<file path="src/rtl/decoder_pkg.sv">
// Shared types and helpers for the N-to-2^N decoder family.
// onehot() is sized for the widest supported select; callers truncate to their width.
package decoder_pkg;

  typedef enum logic {
    IDLE = 1'b0,
    SCAN = 1'b1
  } dec_state_t;

  localparam logic MODE_DIRECT = 1'b0;
  localparam logic MODE_SCAN   = 1'b1;

  localparam int MAX_SEL_W = 8;
  localparam int MAX_OUT_W = 2 ** MAX_SEL_W;

  function automatic logic [MAX_OUT_W-1:0] onehot(input logic [MAX_SEL_W-1:0] sel);
    onehot      = '0;
    onehot[sel] = 1'b1;
  endfunction

endpackage

</file>
<file path="src/rtl/dec_dwell_timer.sv">
// 8-bit down-counter with load, decrement and zero flag.
// Load wins over decrement; decrement stops at zero.
module dec_dwell_timer (
  input  logic       clk,
  input  logic       rst_n,
  input  logic       load,
  input  logic [7:0] load_val,
  input  logic       dec,
  output logic       zero
);

  logic [7:0] cnt_reg;

  always_ff @(posedge clk or negedge rst_n) begin
    if (!rst_n) begin
      cnt_reg <= '0;
    end else if (load) begin
      cnt_reg <= load_val;
    end else if (dec && (cnt_reg != 8'd0)) begin
      cnt_reg <= cnt_reg - 8'd1;
    end
  end

  assign zero = (cnt_reg == 8'd0);

endmodule

</file>
<file path="src/rtl/decoder_scan_nto2n.sv">
// N-to-2^N one-hot decoder with registered outputs: direct decode of sel, or an
// autonomous scan that walks the one-hot line across all outputs with a fixed dwell.
module decoder_scan_nto2n
  import decoder_pkg::*;
#(
  parameter int SEL_W = 3,
  parameter int DWELL = 1
) (
  input  logic               clk,
  input  logic               rst_n,
  input  logic               en_n,
  input  logic               mode,
  input  logic [SEL_W-1:0]   sel,
  input  logic               start,
  input  logic               cont,
  output logic [2**SEL_W-1:0] y,
  output logic               busy,
  output logic               done,
  output logic [SEL_W-1:0]   idx_o
);

  localparam int OUT_W = 2 ** SEL_W;
  localparam logic [7:0]     DWELL_LOAD = 8'(DWELL - 1);
  localparam logic [SEL_W:0] VISIT_ALL  = (SEL_W + 1)'(OUT_W);

  dec_state_t       state_reg, state_next;
  logic [SEL_W-1:0] idx_reg, idx_next, idx_inc;
  logic [OUT_W-1:0] y_reg, y_next, oh_sel, oh_inc;
  logic             busy_reg, busy_next;
  logic             done_reg, done_next;
  logic             cont_reg, cont_next;
  logic [SEL_W:0]   visit_reg, visit_next;
  logic             timer_load, timer_dec, dwell_zero;
  logic             start_ok, last_line;

  assign idx_inc   = idx_reg + SEL_W'(1);
  assign oh_sel    = OUT_W'(onehot(MAX_SEL_W'(sel)));
  assign oh_inc    = OUT_W'(onehot(MAX_SEL_W'(idx_inc)));
  assign start_ok  = start && (mode == MODE_SCAN) && !en_n;
  // Only a non-continuous scan ever terminates on its own.
  assign last_line = (visit_reg == VISIT_ALL) && !cont_reg;

  dec_dwell_timer u_dwell (
    .clk      (clk),
    .rst_n    (rst_n),
    .load     (timer_load),
    .load_val (DWELL_LOAD),
    .dec      (timer_dec),
    .zero     (dwell_zero)
  );

  always_ff @(posedge clk or negedge rst_n) begin
    if (!rst_n) begin
      state_reg <= IDLE;
      idx_reg   <= '0;
      y_reg     <= '0;
      busy_reg  <= 1'b0;
      done_reg  <= 1'b0;
      cont_reg  <= 1'b0;
      visit_reg <= '0;
    end else begin
      state_reg <= state_next;
      idx_reg   <= idx_next;
      y_reg     <= y_next;
      busy_reg  <= busy_next;
      done_reg  <= done_next;
      cont_reg  <= cont_next;
      visit_reg <= visit_next;
    end
  end

  always_comb begin
    state_next = state_reg;
    case (state_reg)
      IDLE:    if (start_ok) state_next = SCAN;
      SCAN:    if (en_n || (dwell_zero && last_line)) state_next = IDLE;
      default: state_next = IDLE;
    endcase
  end

  always_comb begin
    idx_next   = idx_reg;
    y_next     = y_reg;
    busy_next  = busy_reg;
    done_next  = 1'b0;
    cont_next  = cont_reg;
    visit_next = visit_reg;
    timer_load = 1'b0;
    timer_dec  = 1'b0;
    case (state_reg)
      IDLE: begin
        idx_next  = sel;
        busy_next = 1'b0;
        y_next    = (en_n || (mode == MODE_SCAN)) ? '0 : oh_sel;
        if (start_ok) begin
          y_next     = oh_sel;
          busy_next  = 1'b1;
          cont_next  = cont;
          visit_next = (SEL_W + 1)'(1);
          timer_load = 1'b1;
        end
      end
      SCAN: begin
        if (en_n) begin
          y_next    = '0;
          busy_next = 1'b0;
        end else if (!dwell_zero) begin
          timer_dec = 1'b1;
        end else if (last_line) begin
          y_next    = '0;
          busy_next = 1'b0;
          done_next = 1'b1;
        end else begin
          // Swap straight to the next line in one edge: no all-zero gap.
          idx_next   = idx_inc;
          y_next     = oh_inc;
          visit_next = visit_reg + (SEL_W + 1)'(1);
          timer_load = 1'b1;
        end
      end
      default: begin
        y_next    = '0;
        busy_next = 1'b0;
      end
    endcase
  end

  assign y     = y_reg;
  assign busy  = busy_reg;
  assign done  = done_reg;
  assign idx_o = idx_reg;

endmodule

</file>
<file path="config.mk">
export PLATFORM = sky130hd
export DESIGN_NAME = decoder_scan_nto2n
export DESIGN_NICKNAME = d
export VERILOG_FILES = /design/src/rtl/decoder_pkg.sv /design/src/rtl/dec_dwell_timer.sv /design/src/rtl/decoder_scan_nto2n.sv
export SDC_FILE = /design/constraint.sdc
export NUM_CORES = 1
export LEC_CHECK = 0
export CAP_MARGIN = 25
export CORE_UTILIZATION = 48
export DETAILED_ROUTE_END_ITERATION = 8
export GPL_TIMING_DRIVEN = 0
export PLACE_DENSITY = 0.8
export SYNTH_ARGS = -nofsm -noshare
export SYNTH_HDL_FRONTEND = slang
export SYNTH_SLANG_ARGS = --single-unit
</file>
<file path="constraint.sdc">
create_clock -name clk -period 1.94 [get_ports clk]
set_input_delay 0.485 -clock clk [delete_from_list [all_inputs] [get_ports clk]]
set_output_delay 0.485 -clock clk [all_outputs]
set_load 0.1 [all_outputs]
</file>
==> results of run 1 <==
[worst reg2reg max path, stage by stage (launching register included)]
cell and delay (ns):
dfrtp_1 0.42, inv_1 0.11, ha_4 0.16, or3b_4 0.44
nor4_4 0.37, mux2i_1 0.22, a21oi_1 0.09
[through the flow]
stage / hold WS (ns) / setup TNS, ns / instances / area [sq um] / total power, uW
floorplan: 0.1894 / 0 / 147 / 1515 / 911.5
global placement: 0.4594 / -9.276 / 210 / 1778 / 1004
detailed placement: 0.4693 / -10.06 / 211 / 1805 / 1029
CTS: 0.4894 / 0 / 219 / 1897 / 1309
global route: 0.5002 / -0.2262 / 223 / 1956 / 1376
finish: 0.4846 / 0 / 223 / 1956 / 1315
[per-layer routing]
layer / GRT usage / wire length (um) / vias to the layer above
met5: 0 / 0 / -
met1: 0.2801 / 1595 / 624
met4: 0.1190 / 84 / 0
li1: - / - / 606
met2: 0.3678 / 1684 / 46
met3: 0.06250 / 199 / 13
[final timing paths]
check | start | endpoint | slack, ns | cells past startpoint
max in group asynchronous | rst_n | visit_reg[1] | 0.97 | 2
hold / removal | rst_n | idx_o[2] | 0.48 | 1
setup / recovery | u_dwell.cnt_reg[1] | idx_o[1] | 0.03 | 6
hold reg to reg | y[1] | y[1] | 0.50 | 2
setup reg to reg | u_dwell.cnt_reg[1] | idx_o[1] | 0.03 | 6
min in group clk | y[1] | y[1] | 0.50 | 2
[cells in the final DEF, fill, tap and decap left out, types with 2 or more instances in the layout]
| cell type | count |
|---|---|
| nor4_4 | 2 |
| xnor2_1 | 7 |
| nor4_1 | 2 |
| clkdlybuf4s50_1 | 7 |
| a21oi_2 | 2 |
| o21ai_0 | 8 |
| nand2_1 | 18 |
| o21ai_1 | 2 |
| o32a_1 | 3 |
| nand2b_1 | 4 |
| nand3b_1 | 2 |
| ha_1 | 3 |
| nor2_1 | 10 |
| or3_1 | 2 |
| a21oi_1 | 5 |
| clkbuf_4 | 3 |
| or3b_4 | 2 |
| clkdlybuf4s15_2 | 12 |
| o22a_1 | 4 |
| inv_1 | 7 |
| a211o_1 | 2 |
| dfrtp_1 | 24 |
| buf_4 | 9 |
| a211oi_1 | 2 |
| clkbuf_1 | 2 |
| nor4b_1 | 2 |
| dfrtp_2 | 3 |
| mux2i_1 | 2 |
[cells by family (layout without fill, tap and decap cells)]
logic type / Yosys count / after routing
DFF: 27 / 27
buffers and inverters: 13 / 47
adders and majority gates: 4 / 4
muxes: 3 / 3
AOI/OAI and AO/OA: 36 / 36
xor gates and xnor gates: 8 / 8
and+or+nand+nor: 56 / 56
[report_power, final]
group / leakage, uW / internal, uW / total (uW) / switching (uW)
combinational: 0.000453 / 153 / 420 / 267
sequential: 0.000357 / 606 / 640 / 34.5
clock: 0.0000139 / 79.1 / 255 / 176
[cell type report]
class / instances / area share
Multi-Input combinational cell: 107 / 0.4197
Tap cell: 42 / 0.02687
Inverter: 8 / 0.01536
Timing Repair Buffer: 30 / 0.1593
Sequential cell: 27 / 0.3474
Clock inverter: 1 / 0.003839
Buffer: 5 / 0.01599
Clock buffer: 3 / 0.01152
[timing repair]
| action | CTS | global route |
|---|---|---|
| pin swaps | 3 | 4 |
| resized for setup | 45 | 9 |
| endpoints found under the setup margin | 36 | 24 |
| buffers inserted | 4 | 4 |
==> results.md, run 1 <==
- Layout cells sized above 1: 0.2983
- FMAX: 522.9 MHz
- Root buf cell: clkbuf_4
- Critical Path Fanout Max: 4
- # IOs: 22
- Initial antenna violation count: 0
- Buffers on Ports: 21
- Hpwl dp: 2541 um
- Row cnt: 19
- Fin. max-slew vios: 0
- Top cell type's share of synthesized area: 0.4474
- Critical path cell sequence: inv_1 -> ha_4 -> or3b_4 -> nor4_4 -> mux2i_1 -> a21oi_1
- Core area: 2877 sq um
- Kind of critical path: reg -> reg
- DRC viols: 0
- Worst-Margin Slew: 0.6952 ns
- Max cap viols: 0
- Synth Cell Area: 1510 sq um
- Critical path's slowest cell: or3b_4
- Mean post-synth cell area: 10.27 sq um
- WP data arrival: 2.13 ns
- Critical path buffer and inverter count: 1
- Delay-heaviest family, CP: simple AND/OR/NAND/NOR gates
- Die area: 3374 sq um
- Final GP Congestion: 0.7685
- Worst slew margin: 0.5300
- Initial core utilization: 0.5250
- Die Span Y: 58.09 um
- Clk_lat worst skew: 0.34 ns
- Post-synthesis cell type count: 43
- Worst slack, placed: -0.5861 ns
- Outcome: complete, no violations
- Average routed wire per standard cell: 15.98 um
- Via Count: 1,289
- Final min period: 1.912 ns
- Nature of the critical path startpoint: flop
- Synth Warn #: 0
- Synth area leader: dfrtp_1
- Predominant post-synthesis flop cell: dfrtp_1
- Compound-gate portion of the synthesized area: 0.1806
- Share of flip-flops with an asynchronous set or reset: 1.000
- Max Root-Sink Buffers: 2
- Gr usage total: 0.2282
- GRT overflow: 0
- Post-layout util: 0.6799
- Area of the multi-input gates: 820.8 sq um
- Vias per cell: 5.780
- Pre-Repair DR Iteration Count: 4
- Pwr per Cell Area: 672.6 nW/um^2
- Global-route wire length before repair: 5782 um
- Pin count of the biggest net entering global routing: 19
- TritonCTS clock tree: done
- Post-Route WL: 3564 um
- Yosys reg bits: 27
- Final hold viol count: 0
- Simple-gate portion of the synthesized area: 0.2320
- Count leader, synth: dfrtp_1
- Cell count after synthesis: 147
- Diode count: 0
- Synth top cells by count: dfrtp_1, nand2_1, nor2_1, o21ai_0, inv_1
- Fill cells: 226
- RSZ-0062 raised after global routing: true
- Initial DRC count: 53
- Worst IR Drop VDD: 0.0005171 V
- Main combinational cell family by area after synthesis: simple AND/OR/NAND/NOR gates
- Sink Count: 27
- Clock transition at the registers of the reported paths: 0.15 ns
- Critical path's largest stage delay: 0.44 ns
- CTS buffer count: 3
- Area Growth Syn to Fin: 29.49%
- Area contributors post-synth: dfrtp_1, nand2_1, xnor2_1
- Nets: 195
- Clock H-tree levels: 1
- Setup ws final: 0.02774 ns
- Vias in the first global route: 1,274
- Clock skew: 0.008267 ns
- Post-cts hold buffer count: 0
- Seq/Total Area, Yosys: 0.4474
- XOR/XNOR Fraction of Synth Area: 0.04640
- Final period util: 0.9857
- Mux cell area share after synthesis: 0.02071
- Storage cell area: 679.4 sq um
- Post-Synth Adder-Cell Area: 0.03314
- Post-synth EDFFs: 0
- Pleak: 0.0008245 uW
- ANT nets after route: 0
- Die width: 58.09 um
- Critical Path RT: 2.16 ns
- Worst Hold Class: in -> async
- Worst setup EP type: flop
- Syn_nets: 160
- Final setup vio count: 0
Note: power is estimated with default switching activity, not from simulation.
==> run 2, diff against run 1 <==
--- a/config.mk
+++ b/config.mk
@@ -7,6 +7,7 @@
 export LEC_CHECK = 0
 export CAP_MARGIN = 25
 export CORE_UTILIZATION = 48
+export CTS_BUF_LIST = sky130_fd_sc_hd__clkbuf_16
 export DETAILED_ROUTE_END_ITERATION = 8
 export GPL_TIMING_DRIVEN = 0
 export PLACE_DENSITY = 0.8
==> results.md, run 2 (synthesis gave the netlist of run 1 again) <==
- Die Span Y: 58.09 um (unchanged)
- Worst slack, placed: -0.5861 ns (unchanged)
- Initial DRC count: 55 (+3.8%)
- Final Instance Area: 1991 sq um (+1.8%)
- Pleak: 0.0008661 uW (+5.0%)
- Global-route wire length before repair: 6099 um (+5.5%)
- Vias in the first global route: 1,269 (-0.39%)
- Initial antenna violation count: 0 (unchanged)
- Nets: 196 (+0.51%)
- Clock skew: 0.004943 ns (-0.003325 ns)
- Setup ws final: 0.009915 ns (-0.01783 ns)
- Placed instance area: 1805 sq um (unchanged)
- Die width: 58.09 um (unchanged)
- R2R Setup Slk: 0.04 ns (about the same)
- Final min period: 1.930 ns (+0.01783 ns)
- Via Count: 1,283 (-0.47%)
- Clock H-tree levels: 1 (unchanged)
- Critical path cell sequence: dlygate4sd2_1 -> or4b_2 -> a211oi_2 -> xnor2_1 -> nor2_1
- Final setup vio count: 0 (unchanged)
- FMAX: 518.1 MHz (-0.92%)
- Final GP Congestion: 0.7685 (unchanged)
- Initial core utilization: 0.5250 (unchanged)
- Post-cts hold buffer count: 0 (unchanged)
- Post-Route WL: 3893 um (+9.2%)
- Nature of the critical path startpoint: input pin
- Max Root-Sink Buffers: 2 (unchanged)
- Row cnt: 19 (unchanged)
- Layout cells sized above 1: 0.3132 (+0.01484)
- Kind of critical path: in -> reg
- Critical path's slowest cell: or4b_2
- Critical path buffer and inverter count: 1 (unchanged)
- Worst IR Drop VDD: 0.0005414 V (+4.7%)
- WP data arrival: 2.08 ns (-0.05 ns)
- Pwr per Cell Area: 775.5 nW/um^2 (+15%)
- Buffers on Ports: 21 (unchanged)
- DRC viols: 0 (unchanged)
- Critical R2R Launch: u_dwell.cnt_reg[1]
- Vias per cell: 5.728 (-0.91%)
- Busiest grt layer: met2
- Worst-Margin Slew: 0.9525 ns (+0.2573 ns)
- Met1 track demand over resource: 0.3057 (+0.02556)
- Most frequent cells in the layout: dfrtp_1, nand2_1, buf_4, nor2_1, clkbuf_2
- GR Util met2: 0.3990 (+0.03120)
- Fin. max-slew vios: 0 (unchanged)
- Hpwl dp: 2541 um (unchanged)
- TritonCTS clock tree: done
- Worst Hold Class: reg -> reg
- Worst slew margin: 0.3675 (-0.1625)
- Critical path's largest stage delay: 0.78 ns (+0.34 ns)
- Gr usage total: 0.2461 (+0.01783)
- Commonest non-fill, non-tap cell in the layout: dfrtp_1
- ANT nets after route: 0 (unchanged)
- Critical Path Fanout Max: 7 (+3)
- Clock transition at the registers of the reported paths: 0.07 ns (-0.08 ns)
- GR Util met3: 0.06250 (unchanged)
- Final period util: 0.9949 (+0.009188)
- Diode count: 0 (unchanged)
- Core area: 2877 sq um (unchanged)
- Final hold viol count: 0 (unchanged)
- Sink Count: 27 (unchanged)
- Max cap viols: 0 (unchanged)
- Setup TNS: 0 ns (unchanged)
- Die area: 3374 sq um (unchanged)
- Pre-Repair DR Iteration Count: 4 (unchanged)
- HP Start: y[1]
- Root buf cell: clkbuf_16
- Clk_lat worst skew: 0.27 ns (-0.07 ns)
- GRT overflow: 0 (unchanged)
- Outcome: complete, no violations
- Worst setup EP type: flop
- Critical Path RT: 2.09 ns (-0.07 ns)
- Delay-heaviest family, CP: simple AND/OR/NAND/NOR gates
- RSZ-0062 raised after global routing: true
- Final Power: 1544 uW (+17%)
- Pin count of the biggest net entering global routing: 19 (unchanged)
- Average routed wire per standard cell: 17.38 um (+8.7%)
- CTS buffer count: 3 (unchanged)
- CP Launch Point: en_n
- # IOs: 22 (unchanged)
- Area Growth Syn to Fin: 31.81%
[run 2: timing repair]
| action | 4_1_cts | 5_1_grt |
|---|---|---|
| hold endpoints to repair | 0 | 0 |
| pin swaps | 3 | 5 |
| setup endpoints to repair | 36 | 25 |
| gates resized for setup | 38 | 19 |
| setup buffers | 3 | 7 |
[run 2: area by class of cell]
type,count,area (sq um)
sequential,27,679.4
buffer,4,20.02
inverter,8,30.03
clock buffer,3,75.07
fill,210,885.9
multi-input combinational,107,844.6
tap,42,52.55
clock inverter,1,7.507
timing repair buffer,32,281.5
[run 2: through the flow]
step,instances,util,hold WS (ns)
floorplan,147,-,0.1894
global placement,210,0.6181,0.4594
finish,224,0.6920,0.4798
detailed placement,211,0.6277,0.4693
CTS,218,0.6764,0.4859
global route,224,0.6920,0.5220
[run 2: path summary, 6_finish.rpt]
path                                 endpoint  cells past startpoint
max                        u_dwell.cnt_reg[3]                      5
min                                      y[1]                      2
max reg2reg                      visit_reg[2]                      6
min reg2reg                              y[1]                      2
max in group asynchronous            idx_o[1]                      2
min in group asynchronous            idx_o[2]                      1
[run 2: report_power, final]
part           switching (uW)  total [uW]  internal, uW
clock                     203         484           281
combinational             266         418           152
sequential               35.8         642           606
total                     505        1540          1040
[run 2: worst register-to-register path, delay by kind of cell, from the launching register on]
family          cells  cell delay [ns]
simple gates        2             0.80
flops               1             0.43
compound gates      2             0.32
fa+ha+maj           1             0.16
buf+inv             1             0.10
[run 2: routing by layer]
metal | vias to the layer above | share of wire
met5 | - | 0
met4 | 0 | 0.0098
met3 | 5 | 0.045
met2 | 34 | 0.50
met1 | 635 | 0.44
li1 | 609 | -
==> run 3, diff against run 2 <==
--- a/config.mk
+++ b/config.mk
@@ -11,6 +11,7 @@
 export DETAILED_ROUTE_END_ITERATION = 8
 export GPL_TIMING_DRIVEN = 0
 export PLACE_DENSITY = 0.8
+export SETUP_SLACK_MARGIN = 0.3
 export SYNTH_ARGS = -nofsm -noshare
 export SYNTH_HDL_FRONTEND = slang
 export SYNTH_SLANG_ARGS = --single-unit
==> results.md, run 3 (synthesis gave the netlist of run 1 again) <==
- Initial antenna violation count: 0 (unchanged)
- Final GP Congestion: 0.8628 (+12%)
- Worst Hold Margin: 0.4849 ns (+0.005107 ns)
- # IOs: 22 (unchanged)
- Global-route wire length before repair: 5968 um (-2.1%)
- RSZ-0062 raised after global routing: true
- Area Growth Syn to Fin: 44.66%
- Worst slack, placed: -0.6097 ns (-0.02363 ns)
- Final Power: 1607 uW (+4.1%)
- Critical Path RT: 2.09 ns (about the same)
- Worst Hold Class: reg -> reg
- Pwr per Cell Area: 735.5 nW/um^2 (-5.2%)
- Worst setup EP type: flop
- Final min period: 1.879 ns (-0.05114 ns)
- Hpwl dp: 2338 um (-8.0%)
- Kind of critical path: reg -> reg
- Pleak: 0.0009713 uW (+12%)
- ANT nets after route: 0 (unchanged)
- TritonCTS clock tree: done
- Root buf cell: clkbuf_16
- Post-Route WL: 4248 um (+9.1%)
- Final hold viol count: 0 (unchanged)
- Vias in the first global route: 1,322 (+4.2%)
- Commonest non-fill, non-tap cell in the layout: dfrtp_1
- Worst-Margin Slew: 0.6910 ns (-0.2615 ns)
- Pin count of the biggest net entering global routing: 16 (-3)
- Initial DRC count: 97 (+76%)
- Clock H-tree levels: 1 (unchanged)
- Non-filler cells, final: 238 (+6.3%)
- Clk_lat worst skew: 0.26 ns (about the same)
- Final Instance Area: 2185 sq um (+9.7%)
- WP data arrival: 2.03 ns (-0.05 ns)
- FMAX: 532.2 MHz (+2.7%)
- Buffers on Ports: 21 (unchanged)
- Layout cells sized above 1: 0.4541 (+0.1409)
- Fill cells: 180 (-14%)
- Diode count: 0 (unchanged)
- GRT overflow: 0 (unchanged)
- Outcome: complete, no violations
- Die Span Y: 58.09 um (unchanged)
- Vias per cell: 5.807 (+1.4%)
- Max Root-Sink Buffers: 2 (unchanged)
- Gr usage total: 0.2297 (-0.01632)
- Core area: 2877 sq um (unchanged)
- Worst slew margin: 0.5379 (+0.1704)
- Final period util: 0.9685 (-0.02636)
- Worst IR Drop VDD: 0.0004138 V (-24%)
- Sink Count: 27 (unchanged)
- Row cnt: 19 (unchanged)
- Die area: 3374 sq um (unchanged)
- CTS buffer count: 3 (unchanged)
- Max cap viols: 0 (unchanged)
- Clock transition at the registers of the reported paths: 0.07 ns (about the same)
- Fin. max-slew vios: 0 (unchanged)
- Final setup vio count: 0 (unchanged)
- Nets: 210 (+7.1%)
- Average routed wire per standard cell: 17.85 um (+2.7%)
- Clock skew: 0.002051 ns (-0.002891 ns)
- Critical Path Fanout Max: 4 (-3)
- Nature of the critical path startpoint: flop
- Dpl cells: 211 (unchanged)
- Placed instance area: 1827 sq um (+1.2%)
- Via Count: 1,382 (+7.7%)
- Initial core utilization: 0.5250 (unchanged)
- DRC viols: 0 (unchanged)
- Setup ws final: 0.06105 ns (+0.05114 ns)
- Most frequent cells in the layout: dfrtp_1, buf_4, nand2_1, buf_2, nor2_1
- Die width: 58.09 um (unchanged)
- Pre-Repair DR Iteration Count: 4 (unchanged)
## run 3: critical path: stages (launching register included)
cell and delay [ns]:
dfrtp_1 0.40, inv_2 0.08, ha_4 0.14, or3b_4 0.43
nor4_4 0.39, nand4_1 0.17, mux2i_1 0.15
## run 3: path summary, 6_finish.rpt
path                                         start                  to  slack (ns)  cells after the start
worst max-delay path            u_dwell.cnt_reg[0]        visit_reg[3]        0.06                      6
worst min-delay path                          y[6]                y[6]        0.48                      2
worst max register to register  u_dwell.cnt_reg[0]        visit_reg[3]        0.06                      6
worst min register to register                y[6]                y[6]        0.48                      2
max in group asynchronous                    rst_n  u_dwell.cnt_reg[0]        0.77                      2
min in group asynchronous                    rst_n            idx_o[0]        0.64                      1
## run 3: per-layer routing
| metal | track usage | vias up | part of all wire |
|---|---|---|---|
| met4 | 0.08503 | 0 | 0.014 |
| li1 | - | 635 | - |
| met2 | 0.3842 | 38 | 0.51 |
| met5 | 0 | - | 0 |
| met1 | 0.2927 | 701 | 0.44 |
| met3 | 0.04911 | 8 | 0.036 |
## run 3: per-stage QoR
| stage | util | setup TNS (ns) |
|---|---|---|
| 2_1_floorplan | - | 0 |
| 3_3_place_gp | 0.6298 | -9.540 |
| 3_5_place_dp | 0.6351 | -10.16 |
| 4_1_cts | 0.7090 | 0 |
| 5_1_grt | 0.7595 | -0.03087 |
| 6_report | 0.7595 | 0 |
## run 3: timing repair
action | 4_1_cts | 5_1_grt
pin swaps | 8 | 9
hold buffers | 0 | 0
setup buffers | 13 | 10
endpoints found under the hold margin | 0 | 0
setup endpoints to repair | 39 | 35
resized for setup | 67 | 45
## run 3: power breakdown
part	total [uW]	switching, uW	internal [uW]
clock	475	197	278
combinational	478	297	181
sequential	654	43.9	610
## run 3: area by class of cell
| cell class | instances | area [sq um] | area share |
|---|---|---|---|
| well taps | 42 | 52.55 | 0.02405 |
| plain buffers | 5 | 38.79 | 0.01775 |
| flip-flops and latches | 27 | 685.7 | 0.3139 |
| clock inverters | 1 | 5.005 | 0.002291 |
| repair buffers | 45 | 350.3 | 0.1604 |
| clock buffers | 3 | 75.07 | 0.03436 |
| multi-input cells | 107 | 947.2 | 0.4336 |
| inverters | 8 | 30.03 | 0.01375 |
